[src/rtl/seven_seg_scan_driver_if.sv]
// Signal bundle between a display controller (master) and the seven-segment
// scan driver (slave): load strobe, digit data, blanking and the scan outputs.
interface seven_seg_scan_driver_if #(
    parameter int NUM_DIGITS = 8
);
    logic                    load;
    logic [4*NUM_DIGITS-1:0] value_in;
    logic [NUM_DIGITS-1:0]   blank_in;
    logic                    lz_suppress;
    logic [3:0]              display_out;
    logic [NUM_DIGITS-1:0]   AN;
    logic                    frame_done;
    logic                    pending;

    modport master (
        output load, value_in, blank_in, lz_suppress,
        input  display_out, AN, frame_done, pending
    );

    modport slave (
        input  load, value_in, blank_in, lz_suppress,
        output display_out, AN, frame_done, pending
    );
endinterface

[src/rtl/seven_seg_scan_driver.sv]
// Time-multiplexed N-digit seven-segment scan driver with double-buffered data,
// anti-ghost guard time, per-digit blanking and leading-zero suppression.
module seven_seg_scan_driver #(
    parameter int NUM_DIGITS   = 8,
    parameter int REFRESH_DIV  = 100000,
    parameter int GUARD_CYCLES = 16
) (
    input logic                    clk,
    input logic                    rst_n,
    seven_seg_scan_driver_if.slave bus
);
    localparam int CNT_W = (REFRESH_DIV > 1) ? $clog2(REFRESH_DIV) : 1;
    localparam int IDX_W = $clog2(NUM_DIGITS);
    localparam logic [CNT_W-1:0] CNT_MAX = CNT_W'(REFRESH_DIV - 1);
    localparam logic [IDX_W-1:0] IDX_MAX = IDX_W'(NUM_DIGITS - 1);
    localparam logic [CNT_W-1:0] GUARD_V = CNT_W'(GUARD_CYCLES);

    typedef enum logic {PH_GUARD, PH_SHOW} phase_e;

    logic [CNT_W-1:0]        cnt_q, cnt_d;
    logic [IDX_W-1:0]        idx_q, idx_d;
    logic [4*NUM_DIGITS-1:0] shadow_value_q, active_value_q;
    logic [NUM_DIGITS-1:0]   shadow_blank_q, active_blank_q;
    logic                    pending_q, pending_d;
    logic [NUM_DIGITS-1:0]   an_q, an_d;
    logic [3:0]              disp_q;
    logic                    frame_done_q;
    logic [NUM_DIGITS-1:0]   lz_blank;
    logic                    wrap;
    logic                    lit;
    phase_e                  phase;

    // NOTE: every signal written in always_comb gets a default first so no latch is inferred.
    always_comb begin
        cnt_d = cnt_q + 1'b1;
        idx_d = idx_q;
        if (cnt_q == CNT_MAX) begin
            cnt_d = '0;
            idx_d = (idx_q == IDX_MAX) ? '0 : idx_q + 1'b1;
        end
    end

    assign wrap      = (cnt_q == CNT_MAX) && (idx_q == IDX_MAX);
    assign phase     = (cnt_q < GUARD_V) ? PH_GUARD : PH_SHOW;
    assign pending_d = wrap ? 1'b0 : (pending_q | bus.load);

    // Scan from the most significant digit down: a digit is a leading zero
    // while it and everything above it are zero. Digit 0 always shows.
    always_comb begin
        logic upper_zero;
        upper_zero = 1'b1;
        lz_blank   = '0;
        for (int i = NUM_DIGITS - 1; i >= 0; i--) begin
            upper_zero  = upper_zero && (active_value_q[4*i +: 4] == 4'd0);
            lz_blank[i] = bus.lz_suppress && (i != 0) && upper_zero;
        end
    end

    assign lit = (phase == PH_SHOW) && !active_blank_q[idx_q] && !lz_blank[idx_q];

    always_comb begin
        an_d = '1;
        if (lit) an_d[idx_q] = 1'b0;
    end

    // NOTE: sequential state uses non-blocking assignments so all registers update from pre-edge values.
    // NOTE: the data buffers are ordinary flops, not a RAM, so resetting them costs nothing.
    always_ff @(posedge clk or negedge rst_n) begin
        if (!rst_n) begin
            cnt_q          <= '0;
            idx_q          <= '0;
            shadow_value_q <= '0;
            shadow_blank_q <= '0;
            active_value_q <= '0;
            active_blank_q <= '0;
            pending_q      <= 1'b0;
            an_q           <= '1;
            disp_q         <= 4'd0;
            frame_done_q   <= 1'b0;
        end else begin
            cnt_q        <= cnt_d;
            idx_q        <= idx_d;
            an_q         <= an_d;
            disp_q       <= active_value_q[{idx_q, 2'b00} +: 4];
            frame_done_q <= wrap;
            pending_q    <= pending_d;
            if (bus.load) begin
                shadow_value_q <= bus.value_in;
                shadow_blank_q <= bus.blank_in;
            end
            // A load coinciding with the wrap goes straight to the active copy.
            if (wrap && (pending_q || bus.load)) begin
                active_value_q <= bus.load ? bus.value_in : shadow_value_q;
                active_blank_q <= bus.load ? bus.blank_in : shadow_blank_q;
            end
        end
    end

    assign bus.AN          = an_q;
    assign bus.display_out = disp_q;
    assign bus.frame_done  = frame_done_q;
    assign bus.pending     = pending_q;
endmodule
[src/flat_wrapper.sv]
// flat-port wrapper written by rule: the top's interface ports become plain ports
module seven_seg_scan_driver_flat 
#(
    parameter int NUM_DIGITS   = 8,
    parameter int REFRESH_DIV  = 100000,
    parameter int GUARD_CYCLES = 16
)
  (clk, rst_n, bus_load, bus_value_in, bus_blank_in, bus_lz_suppress, bus_display_out, bus_AN, bus_frame_done, bus_pending);
  seven_seg_scan_driver_if #(.NUM_DIGITS(NUM_DIGITS)) bus_i ();
  input logic clk;
  input logic rst_n;
  input wire logic [$bits(bus_i.load)-1:0] bus_load;
  input wire logic [$bits(bus_i.value_in)-1:0] bus_value_in;
  input wire logic [$bits(bus_i.blank_in)-1:0] bus_blank_in;
  input wire logic [$bits(bus_i.lz_suppress)-1:0] bus_lz_suppress;
  output wire logic [$bits(bus_i.display_out)-1:0] bus_display_out;
  output wire logic [$bits(bus_i.AN)-1:0] bus_AN;
  output wire logic [$bits(bus_i.frame_done)-1:0] bus_frame_done;
  output wire logic [$bits(bus_i.pending)-1:0] bus_pending;
  assign bus_i.load = bus_load;
  assign bus_i.value_in = bus_value_in;
  assign bus_i.blank_in = bus_blank_in;
  assign bus_i.lz_suppress = bus_lz_suppress;
  assign bus_display_out = bus_i.display_out;
  assign bus_AN = bus_i.AN;
  assign bus_frame_done = bus_i.frame_done;
  assign bus_pending = bus_i.pending;
  seven_seg_scan_driver #(.NUM_DIGITS(NUM_DIGITS), .REFRESH_DIV(REFRESH_DIV), .GUARD_CYCLES(GUARD_CYCLES)) u_core (.clk(clk), .rst_n(rst_n), .bus(bus_i));
endmodule
[config.mk]
export PLATFORM = sky130hd
export DESIGN_NAME = seven_seg_scan_driver_flat
export DESIGN_NICKNAME = d
export VERILOG_FILES = /design/src/rtl/seven_seg_scan_driver_if.sv /design/src/rtl/seven_seg_scan_driver.sv /design/src/flat_wrapper.sv
export SDC_FILE = /design/constraint.sdc
export NUM_CORES = 1
export LEC_CHECK = 0
export CAP_MARGIN = 20
export CORE_MARGIN = 4
export CORE_UTILIZATION = 46
export CTS_CLUSTER_SIZE = 10
export DETAILED_ROUTE_END_ITERATION = 10
export PLACE_DENSITY = 0.7
export RECOVER_POWER = 50
export REMOVE_ABC_BUFFERS = 1
export SYNTH_ARGS = -nofsm -noshare
export SYNTH_HDL_FRONTEND = slang
export SYNTH_SLANG_ARGS = --single-unit
[constraint.sdc]
create_clock -name clk -period 1.9 [get_ports clk]
set_clock_uncertainty 0.05 [all_clocks]
set_input_delay 0.38 -clock clk [delete_from_list [all_inputs] [get_ports clk]]
set_output_delay 0.38 -clock clk [all_outputs]
set_load 0.02 [all_outputs]
==> results of run 1 <==
state kept, by name, summed over array words and instances (netlist names):
register / count
u_core.shadow_blank_q: 8
u_core.bus.display_out: 4
u_core.active_value_q: 32
u_core.cnt_q: 17
u_core.shadow_value_q: 32
u_core.bus.AN: 8
u_core.idx_q: 3
u_core.bus.frame_done: 1
u_core.bus.pending: 1
u_core.active_blank_q: 8
cell usage in the layout (no fill, tap or decap), types with 5 or more instances in the layout:
| cell | instances |
|---|---|
| dfstp_2 | 8 |
| mux2_1 | 34 |
| buf_4 | 28 |
| nand2_1 | 9 |
| nor2_1 | 18 |
| nand3_1 | 10 |
| nor4_1 | 7 |
| dlygate4sd2_1 | 12 |
| dfrtp_1 | 106 |
| mux2_4 | 42 |
| xnor2_1 | 8 |
| mux2_2 | 15 |
| xor2_1 | 5 |
| nand4_1 | 5 |
| clkdlybuf4s50_1 | 41 |
| clkbuf_16 | 16 |
where the power goes:
group / total, mW / internal, mW / switching, mW
sequential: 2.53 / 2.52 / 0.0180
combinational: 0.275 / 0.147 / 0.129
clock: 3.30 / 2.22 / 1.07
how the worst max path moves through the flow:
stage	start	end	slack, ns	cells past startpoint
6_report	u_core.cnt_q[5]	u_core.active_value_q[8]	0.03	6
5_1_grt	u_core.active_value_q[10]	u_core.bus.AN[2]	-0.07	4
4_1_cts	u_core.bus.frame_done	bus_frame_done	0.001	1
3_5_place_dp	u_core.cnt_q[5]	u_core.cnt_q[15]	-0.07	7
3_3_place_gp	bus_lz_suppress	u_core.bus.AN[3]	0.06	4
2_1_floorplan	u_core.idx_q[0]	u_core.active_blank_q[0]	-0.41	4
final cells by class:
type,count,area share
inverters,3,0.00169
clock inverters,10,0.0233
clock buffers,22,0.0697
well taps,140,0.0264
repair buffers,94,0.132
multi-input cells,213,0.316
flip-flops and latches,114,0.431
metal layers:
layer / GRT usage / share of wire
met1: 0.230 / 0.46
met2: 0.274 / 0.48
met3: 0.0503 / 0.040
met4: 0.0673 / 0.016
met5: 0 / 0
critical path: stages (launching register included):
cell and delay, ns:
dfrtp_1 0.39, nor3_2 0.22, buf_4 0.15, nand2_2 0.05, and4bb_4 0.38, buf_12 0.19, mux2_4 0.31
repair_timing:
action	4_1_cts	5_1_grt
buffers inserted	1	1
gates resized for setup	13	10
endpoints found under the setup margin	58	59
hold endpoints to repair	29	0
hold buffers	1	0
pin swaps	1	4
kinds of logic (layout without fill, tap and decap cells):
logic type,after synthesis,in the layout
xor gates and xnor gates,13,13
AOI/OAI and AO/OA,17,17
buffers and inverters,19,129
muxes,97,97
adders and majority gates,3,3
DFF,114,114
and+or+nand+nor,83,83
==> impl_metrics.py, run 1 <==
metrics = {
    "final_layout": {
        "nets": 490,
        "drive_gt1_frac": 0.322,
        "fin_area_um2": 6650,
        "final_cells": 596,
        "multi_input_area_um2": 2100,
        "fin_util": 0.616,
        "seq_area_um2": 2860,
        "diodes": 0,
        "area_growth_pct": 31.0,
        "num-fill-cells": 806,
    },
    "sta": {
        "layout_min_cycle_time_ns": 1.87,
        "fmax_mhz": 535,
        "hold_viol_final": 0,
        "fin_tns_setup_ns": 0,
        "worst_hold_slack_ns": 0.278,
        "rsz0062_at_grt": "true",
        "slew_headroom": 0.484,
        "layout_setup_ws_ns": 0.0292,
        "worstMarginPinSlew_ns": 0.774,
        "min_period_over_period": 0.985,
        "setup_viol": 0,
        "drv_slew": 0,
    },
    "placed_design": {
        "hpwlAfterDp_um": 7370,
        "dpl_cell_area_um2": 6000,
        "place_inst": 561,
        "preCtsSetupSlack_ns": -0.0666,
        "portBuffers": 57,
        "gp_congestion": 0.836,
    },
    "detailed_routing": {
        "ant_nets": 0,
        "drtIter0Drc": 152,
        "routed_wl_um": 10300,
        "vias": 3086,
        "drc": 0,
        "viasPerCell": 5.18,
        "wire_per_inst_um": 17.2,
        "drt_pass1_iterations": 4,
    },
    "logic_synthesis": {
        "synth_edf_count": 0,
        "synthSimpleGateAreaFrac": 0.100,
        "netlist_area_um2": 5070,
        "synthXorXnorAreaFrac": 0.0224,
        "synthAdderAreaFrac": 0.00740,
        "synthMuxAreaShare": 0.253,
        "synth_compound_gate_area_share": 0.0247,
        "ys_top_cells_by_count": "dfrtp_1, mux2_2, mux2_4, nor2_1, nand3_1",
        "synth_top_family_by_area": "multiplexers",
        "yosysTopAreaCell": "dfrtp_1",
        "avgSynthCellArea_um2": 14.7,
        "yosysSeqAreaShare": 0.564,
        "ys_seq_elements": 114,
        "synthTopCellsByArea": "dfrtp_1, mux2_4, mux2_2",
        "yosysMostFrequentCell": "dfrtp_1",
        "synth_cell_types": 48,
        "yosysWarnings": 0,
        "async_reset_ff_frac": 1.00,
        "ys.flop_type": "dfrtp_1",
        "syn_inst": 346,
        "synth_top_cell_area_share": 0.523,
    },
    "global_route": {
        "antenna_found_initial": 0,
        "grt_usage": 0.174,
        "grt-ovfl-total": 0,
        "grt_pass1_wl_um": 17100,
        "grt_max_degree": 49,
        "grt_pass1_vias": 3335,
    },
    "worst_hold_path": {
        "holdCritPathClass": "in2reg",
        "hp-start": "bus_load",
        "holdPathStages": 3,
        "holdPathEnd": "u_core.bus.pending",
    },
    "floorplan": {
        "die_h_um": 113,
        "fp.dieArea_um2": 12800,
        "ios": 58,
        "die_x_um": 113,
        "core_um2": 10800,
        "row_count": 38,
        "start_util": 0.470,
    },
    "worst_setup_path": {
        "critPathRequiredTime_ns": 2.25,
        "reg2reg_to": "u_core.active_value_q[8]",
        "crit_fanout": 16,
        "r2r_start": "u_core.cnt_q[5]",
        "path_class": "reg2reg",
        "rrSetupSlack_ns": 0.03,
        "rr_worst_depth": 6,
        "cp-end-kind": "flop",
        "cp-start-kind": "flop",
        "arrival_ns": 2.22,
    },
    "cts": {
        "cts_buffers": 17,
        "clk_latency_ns": 0.52,
        "clkSlewWorstSetupHoldPaths_ns": 0.05,
        "tritoncts": "done",
        "ctsHtreeMaxLevel": 4,
        "cts.sinks": 114,
        "root_buffer": "clkbuf_8",
        "clock_path_buffers": 2,
    },
    "power_and_ir_drop": {
        "ir_worst_vdd_v": 0.000993,
        "power.total_mw": 6.10,
        "power_density_nw_per_um2": 919,
        "p_leak_nw": 3.02,
    },
    "status": {
        "outcome": "finished clean",
    },
    "job": {
        "maxCapViolCount": 0,
    },
}
Power figures use the tool's default switching activity.
==> run 2, diff against run 1 <==
Settings changed: CAP_MARGIN 20 to unset, TNS_END_PERCENT set to 1.
==> impl_metrics.py, run 2 (synthesis results as in run 1) <==
metrics = {
    "status": {
        "outcome": "finished clean",
    },
    "placed_design": {
        "dpl_cell_area_um2": 6000,
        "gp_congestion": 0.836,
        "portBuffers": 57,
        "preCtsSetupSlack_ns": -0.0666,
        "hpwlAfterDp_um": 7370,
    },
    "floorplan": {
        "die_x_um": 113,
        "row_count": 38,
        "core_um2": 10800,
        "start_util": 0.470,
        "die_h_um": 113,
        "ios": 58,
        "fp.dieArea_um2": 12800,
    },
    "sta": {
        "slew_headroom": 0.486,
        "min_period_over_period": 0.991,
        "setup_viol": 0,
        "drv_slew": 0,
        "rsz0062_at_grt": "true",
        "worst_hold_slack_ns": 0.272,
        "layout_setup_ws_ns": 0.0173,
        "fmax_mhz": 531,
        "layout_min_cycle_time_ns": 1.88,
        "hold_viol_final": 0,
        "worstMarginPinSlew_ns": 0.771,
    },
    "global_route": {
        "grt_max_degree": 49,
        "grt_pass1_wl_um": 17100,
        "grt_usage": 0.174,
        "grt_pass1_vias": 3327,
        "antenna_found_initial": 0,
        "grt-ovfl-total": 0,
    },
    "detailed_routing": {
        "ant_nets": 0,
        "wire_per_inst_um": 17.2,
        "routed_wl_um": 10300,
        "drt_pass1_iterations": 4,
        "drc": 0,
        "drtIter0Drc": 124,
        "viasPerCell": 5.16,
        "vias": 3073,
    },
    "power_and_ir_drop": {
        "ir_worst_vdd_v": 0.000994,
        "p_leak_nw": 3.01,
        "power.total_mw": 6.10,
        "power_density_nw_per_um2": 921,
    },
    "final_layout": {
        "diodes": 0,
        "reg_top3": "u_core.active_value_q x32, u_core.shadow_value_q x32, u_core.cnt_q x17",
        "final_cell_mix": "dfrtp_1, clkdlybuf4s50_1, mux2_4, mux2_1, buf_4",
        "final_common_cell": "dfrtp_1",
        "drive_gt1_frac": 0.319,
        "fin_area_um2": 6630,
        "area_growth_pct": 30.6,
        "nets": 489,
        "fin_util": 0.614,
    },
    "worst_setup_path": {
        "cp-start-kind": "flop",
        "crit_fanout": 16,
        "rr_worst_depth": 6,
        "critPathRequiredTime_ns": 2.25,
        "path_class": "reg2reg",
        "cp-end-kind": "flop",
        "arrival_ns": 2.23,
    },
    "cts": {
        "clk_latency_ns": 0.52,
        "tritoncts": "done",
        "root_buffer": "clkbuf_8",
        "ctsHtreeMaxLevel": 4,
        "clock_path_buffers": 2,
        "cts_buffers": 17,
        "cts.sinks": 114,
        "clkSlewWorstSetupHoldPaths_ns": 0.05,
    },
    "worst_hold_path": {
        "holdPathStages": 3,
        "holdCritPathClass": "in2reg",
    },
    "job": {
        "maxCapViolCount": 0,
    },
}
[run 2: worst paths after layout]
check,start,endpoint,slack [ns]
setup / recovery,u_core.cnt_q[5],u_core.active_value_q[8],0.02
hold / removal,bus_load,u_core.bus.pending,0.27
setup reg to reg,u_core.cnt_q[5],u_core.active_value_q[8],0.02
hold reg to reg,u_core.shadow_value_q[8],u_core.shadow_value_q[8],0.43
max in group asynchronous,rst_n,u_core.bus.AN[5],0.33
min in group asynchronous,rst_n,u_core.cnt_q[4],0.42
[run 2: area by class of cell]
class | instances | area, um2
Fill cell | 810 | 4170
Sequential cell | 114 | 2860
Multi-Input combinational cell | 213 | 2090
Timing Repair Buffer | 93 | 866
Clock buffer | 22 | 463
Tap cell | 140 | 175
Clock inverter | 10 | 155
Inverter | 3 | 11.3
[run 2: worst max-delay path: stages, from the launching register on]
cell and delay, ns:
dfrtp_1 0.39, nor3_2 0.22, buf_4 0.15, nand2_2 0.06
and4bb_4 0.38, buf_12 0.19, mux2_4 0.31
[run 2: stage by stage]
stage,setup TNS [ns],cells
4_1_cts,-0.0257,594
5_1_grt,-1.57,595
6_report,0,595
2_1_floorplan,-16.52,330
3_3_place_gp,0,561
3_5_place_dp,-0.937,561
[run 2: power by group]
group / internal, mW / switching, mW / total [mW] / leakage [nW]
combinational: 0.147 / 0.129 / 0.276 / 1.25
clock: 2.22 / 1.07 / 3.29 / 0.301
sequential: 2.52 / 0.0179 / 2.53 / 1.45
[run 2: layer usage]
metal / share of wire / vias to the layer above / global-route usage / routed length [um]
met5: 0 / - / 0 / 0
met4: 0.016 / 0 / 0.0673 / 164
met3: 0.047 / 15 / 0.0503 / 477
met1: 0.46 / 1538 / 0.231 / 4690
met2: 0.48 / 66 / 0.273 / 4930
li1: - / 1454 / - / -
[run 2: what timing repair did]
item / CTS / global route
hold buffers: 1 / 0
setup endpoints to repair: 58 / 59
gates resized for setup: 14 / 6
gates cloned: 0 / 0
endpoints found under the hold margin: 29 / 0
pin swaps: 1 / 2
setup buffers: 0 / 1
